==> src/rtl/axis_fifo_pkg.sv <==
// Shared AXI-Stream definitions: the default beat type and the FIFO pointer-width helper.
package axis_fifo_pkg;

    localparam int AXIS_TDATA_WIDTH_DEFAULT = 32;

    typedef logic [AXIS_TDATA_WIDTH_DEFAULT-1:0] axis_beat_t;

    // One extra pointer bit beyond the index distinguishes full from empty.
    function automatic int ptr_width(input int depth);
        return $clog2(depth) + 1;
    endfunction

endpackage

==> src/rtl/axis_fifo_mem.sv <==
// FIFO storage: single write port, asynchronous read port, contents never reset.
module axis_fifo_mem #(
    parameter int WIDTH = 32,
    parameter int DEPTH = 4,
    parameter int AW    = $clog2(DEPTH)
) (
    input  logic             clk,
    input  logic             wr_en,
    input  logic [AW-1:0]    wr_addr,
    input  logic [WIDTH-1:0] wr_data,
    input  logic [AW-1:0]    rd_addr,
    output logic [WIDTH-1:0] rd_data
);

    logic [WIDTH-1:0] mem_r [DEPTH];

    // Write port: store the accepted beat at the write index.
    always_ff @(posedge clk) begin
        if (wr_en) begin
            mem_r[wr_addr] <= wr_data;
        end
    end

    assign rd_data = mem_r[rd_addr];

endmodule

==> src/rtl/axis_fifo.sv <==
// AXI-Stream FIFO with wrap-bit pointers, synchronous flush and async reset.
// Optional zero-latency bypass when empty is enabled by defining AXIS_FIFO_FALLTHROUGH_EN.
module axis_fifo
    import axis_fifo_pkg::*;
#(
    parameter int TDATA_WIDTH = $bits(axis_beat_t),
    parameter int DEPTH       = 4
) (
    input  logic                       clk,
    input  logic                       rst,
    input  logic                       sif_tvalid,
    input  logic [TDATA_WIDTH-1:0]     sif_tdata,
    output logic                       sif_tready,
    output logic                       mif_tvalid,
    output logic [TDATA_WIDTH-1:0]     mif_tdata,
    input  logic                       mif_tready,
    input  logic                       invalidate,
    output logic [ptr_width(DEPTH)-1:0] count
);

    localparam int PW = ptr_width(DEPTH);
    localparam int AW = PW - 1;

    logic [PW-1:0]          wr_ptr_r;
    logic [PW-1:0]          rd_ptr_r;
    logic                   empty_s;
    logic                   full_s;
    logic                   stored_valid_s;
    logic                   push_s;
    logic                   pop_s;
    logic [TDATA_WIDTH-1:0] rd_data_s;

    assign empty_s    = (wr_ptr_r == rd_ptr_r);
    assign full_s     = (wr_ptr_r[AW-1:0] == rd_ptr_r[AW-1:0]) &&
                        (wr_ptr_r[PW-1] != rd_ptr_r[PW-1]);
    assign sif_tready = !full_s && !invalidate;
    assign count      = wr_ptr_r - rd_ptr_r;

    assign stored_valid_s = !empty_s && !invalidate;
    // Only a stored beat advances the read pointer; a bypassed beat never enters storage.
    assign pop_s          = stored_valid_s && mif_tready;

    // Output selection and push qualification, including the optional empty-FIFO bypass.
    always_comb begin
        mif_tvalid = stored_valid_s;
        mif_tdata  = rd_data_s;
        push_s     = sif_tvalid && sif_tready;
`ifdef AXIS_FIFO_FALLTHROUGH_EN
        if (empty_s && sif_tvalid && !invalidate) begin
            mif_tvalid = 1'b1;
            mif_tdata  = sif_tdata;
            push_s     = sif_tready && !mif_tready;
        end else begin
            mif_tvalid = stored_valid_s;
            mif_tdata  = rd_data_s;
        end
`endif
    end

    // Pointer state: async reset, synchronous flush, otherwise advance on handshakes.
    always_ff @(posedge clk or posedge rst) begin
        if (rst) begin
            wr_ptr_r <= '0;
            rd_ptr_r <= '0;
        end else if (invalidate) begin
            wr_ptr_r <= '0;
            rd_ptr_r <= '0;
        end else begin
            if (push_s) begin
                wr_ptr_r <= wr_ptr_r + PW'(1);
            end
            if (pop_s) begin
                rd_ptr_r <= rd_ptr_r + PW'(1);
            end
        end
    end

    axis_fifo_mem #(
        .WIDTH (TDATA_WIDTH),
        .DEPTH (DEPTH),
        .AW    (AW)
    ) u_mem (
        .clk     (clk),
        .wr_en   (push_s),
        .wr_addr (wr_ptr_r[AW-1:0]),
        .wr_data (sif_tdata),
        .rd_addr (rd_ptr_r[AW-1:0]),
        .rd_data (rd_data_s)
    );

endmodule

==> config.mk <==
export PLATFORM = sky130hd
export DESIGN_NAME = axis_fifo
export DESIGN_NICKNAME = d
export VERILOG_FILES = /design/src/rtl/axis_fifo_pkg.sv /design/src/rtl/axis_fifo_mem.sv /design/src/rtl/axis_fifo.sv
export SDC_FILE = /design/constraint.sdc
export NUM_CORES = 1
export LEC_CHECK = 0
export CAP_MARGIN = 10
export CORE_MARGIN = 2
export CORE_UTILIZATION = 35
export CTS_BUF_LIST = sky130_fd_sc_hd__clkbuf_8
export CTS_CLUSTER_SIZE = 10
export DETAILED_ROUTE_END_ITERATION = 16
export DONT_BUFFER_PORTS = 1
export HOLD_SLACK_MARGIN = 0.03
export PLACE_DENSITY = 0.57
export SYNTH_ARGS = -nofsm -noshare
export SYNTH_HDL_FRONTEND = slang
export SYNTH_SLANG_ARGS = --single-unit
==> constraint.sdc <==
create_clock -name clk -period 6 [get_ports clk]
set_input_delay 0.3 -clock clk [delete_from_list [all_inputs] [get_ports clk]]
set_output_delay 0.3 -clock clk [all_outputs]
set_load 0.005 [all_outputs]
==> results.yml <==
cts:
  cts.sinks: 134
  insertion_delay_ps: 420
  cts_buffers: 17
  h-tree-depth: 4
  clockRootBuffer: "clkbuf_8"
  clk_pin_slew_ps: 70
  cts_tree: "built"
  cts_buffer_depth: 2
worst_setup_path:
  slowest_stage: "dfrtp_2"
  cp_cell_sequence: "inv_1, ha_1, and2_1, a21oi_1, and3_2"
  crit_path_max_incr_delay_ps: 940
  r2r_cells: 5
  cp_num_cells: 5
  cp.arrival_ps: 3430
  worstSetupEndpointType: "flop"
  critical_path_buf_inv_count: 1
  path_max_fanout: 34
  critPathRequiredTime_ps: 6040
  criticalPathCategory: "flop to flop"
  critPathLaunchType: "flop"
  cp_top_family: "simple AND/OR/NAND/NOR gates"
pwr:
  power_density_nw_per_um2: 376
  leakage_nw: 1.93
  power.total_mw: 2.27
  ir_worst_vdd_uv: 187
die:
  dieWidth_um: 126
  start_util_pct: 35.7
  ios: 74
  fp-row-count: 44
  dieHeight_um: 126
  dieArea_sq_um: 15800
  core_area_sq_um: 14500
synth:
  synth.cells.most_frequent: "edfxtp_1, mux4_2, ha_1"
  ys_seq_area_share_pct: 77.2
  async_reset_ff_share_pct: 4.48
  synth_top_area_cell: "edfxtp_1"
  synth.most_common_cell: "edfxtp_1"
  ys_seq_elements: 134
  synth_edf_count: 128
  synth_area_sq_um: 5170
  syn-num-nets: 278
  ys_warn_count: 0
  ys_top_cells_by_area: "edfxtp_1, mux4_2, dfrtp_1"
  post_synth.cell_area_avg_sq_um: 22.2
  synth_cells: 233
  synthDistinctLibCells: 31
  ys.flop_type: "edfxtp_1"
  synth_top_area_share_pct: 74.3
cells_and_area:
  register_area_sq_um: 4000
  fill_cells: 1260
  multiInputGateArea_sq_um: 1110
  nets: 323
  areaGrowthSynthToFinish_pct: 16.9
  post-route-util_pct: 41.8
  antennaDiodeCount: 0
  drive_gt1_share_pct: 21.0
  final_cells: 474
detailed_routing:
  drtIter0Drc: 134
  wirelength_mm: 9.24
  avgViaCountPerCell: 5.02
  wl_per_cell_um: 19.5
  drc: 0
  dr.pass1.iters: 4
  num_vias: 2381
  ant_nets: 0
hold_path:
  worstHoldPathType: "input port to flop"
  hold_path_depth: 2
timing:
  fin_crit_sh_pct: 56.5
  slew_violations: 0
  final-setup-viol-count: 0
  fmax_ghz: 0.295
  fin_crit_ps: 3390
  relSlewSlack_pct: 40.0
  hold_slack_ps: 70.6
  worst_pin_slew_ps: 900
  rsz0062_at_grt: "no"
  setup_tns_ps: 0
  hold_viol: 0
  fin_skew_ps: 8.82
job:
  cap_viol_max_count: 0
global_route:
  grt_pass1_vias: 2547
  grt_max_degree: 37
  grt_overflow: 0
  track_usage_pct: 12.4
  grt_pass1_wl_mm: 14.5
  antenna_found_initial: 0
placed_design:
  dp_hpwl_mm: 5.44
  place_congestion: 0.712
  dp_cells: 407
  io_buffers: 0
outcome:
  status: "finished, final reports clean"
-- through the flow --
step / cell area [sq um] / setup slack, ps
finish: 6050 / 2610
global route: 6050 / 2360
CTS: 6050 / 2510
detailed placement: 5370 / 2540
global placement: 5370 / 2640
floorplan: 5170 / 3310
-- power by group --
| group | leakage [nW] | internal, mW | switching (mW) |
|---|---|---|---|
| registers | 1.24 | 1.12 | 0.0653 |
| clock network | 0.178 | 0.305 | 0.292 |
| logic | 0.511 | 0.223 | 0.266 |
| total | 1.93 | 1.65 | 0.624 |
-- cells by family after synthesis --
group	count (synthesis)	share of synthesized area (%)
xor+xnor	3	0.653
flops	134	77.2
mux	32	13.9
compound gates	11	1.33
fa+ha+maj	8	2.08
buf+inv	17	1.35
simple gates	28	3.46
-- sequential cells by signal (all words and copies together) (netlist names) --
register     count
wr_ptr_r         3
u_mem.mem_r    128
rd_ptr_r         3
-- cell usage in the layout, fill, tap and decap left out --
master and count:
ha_1 7, clkinv_2 1, clkinv_1 7, xnor2_1 2, and2_1 1, dlygate4sd3_1 36
mux4_2 32, nor3b_1 2, edfxtp_1 128, nand2b_1 1, o311ai_0 1, nand2_1 3
or4_1 3, nor3_1 1, and4b_1 1, dfrtp_2 2, and3_2 5, buf_4 1
and4b_2 1, a21oi_1 6, clkbuf_8 17, or3_1 1, a211o_1 1, nand3_1 3
inv_1 11, nand4_1 1, a31oi_1 2, nor2_1 2, dfrtp_1 4, xor2_2 1
a311oi_1 1, bufinv_16 1, nor4_1 1, nand4b_1 2, fa_1 1
-- metal layers --
layer,up-vias,GRT usage (%),routed length [um]
li1,1062,-,-
met1,1228,15.5,3980
met2,79,19.1,4480
met3,12,5.09,629
met4,0,5.49,151
met5,-,0,0
-- worst paths after layout --
check	from	end	slack, ps
min in group asynchronous	rst	rd_ptr_r[2]	250
max reg2reg	rd_ptr_r[1]	u_mem.mem_r[1][15]	2610
min reg2reg	wr_ptr_r[2]	wr_ptr_r[2]	640
max	rd_ptr_r[1]	u_mem.mem_r[1][15]	2610
min	invalidate	wr_ptr_r[1]	70
max in group asynchronous	rst	rd_ptr_r[1]	5510
-- worst reg2reg max path: stages, from the launching register on --
cell	delay, ps
dfrtp_2	940
inv_1	250
ha_1	400
and2_1	200
a21oi_1	350
and3_2	860
-- timing repair --
action,CTS,global route
setup buffers,0,0
endpoints found under the hold margin,138,0
resized for setup,0,0
hold buffers,36,0
-- cell type report --
| cell class | count | area share (%) |
|---|---|---|
| clock inverters | 14 | 1.32 |
| well taps | 184 | 3.81 |
| flip-flops and latches | 134 | 66.1 |
| multi-input cells | 82 | 18.4 |
| inverters | 6 | 0.373 |
| repair buffers | 37 | 6.08 |
| clock buffers | 17 | 3.87 |
Note: power is estimated with default switching activity, not from simulation.
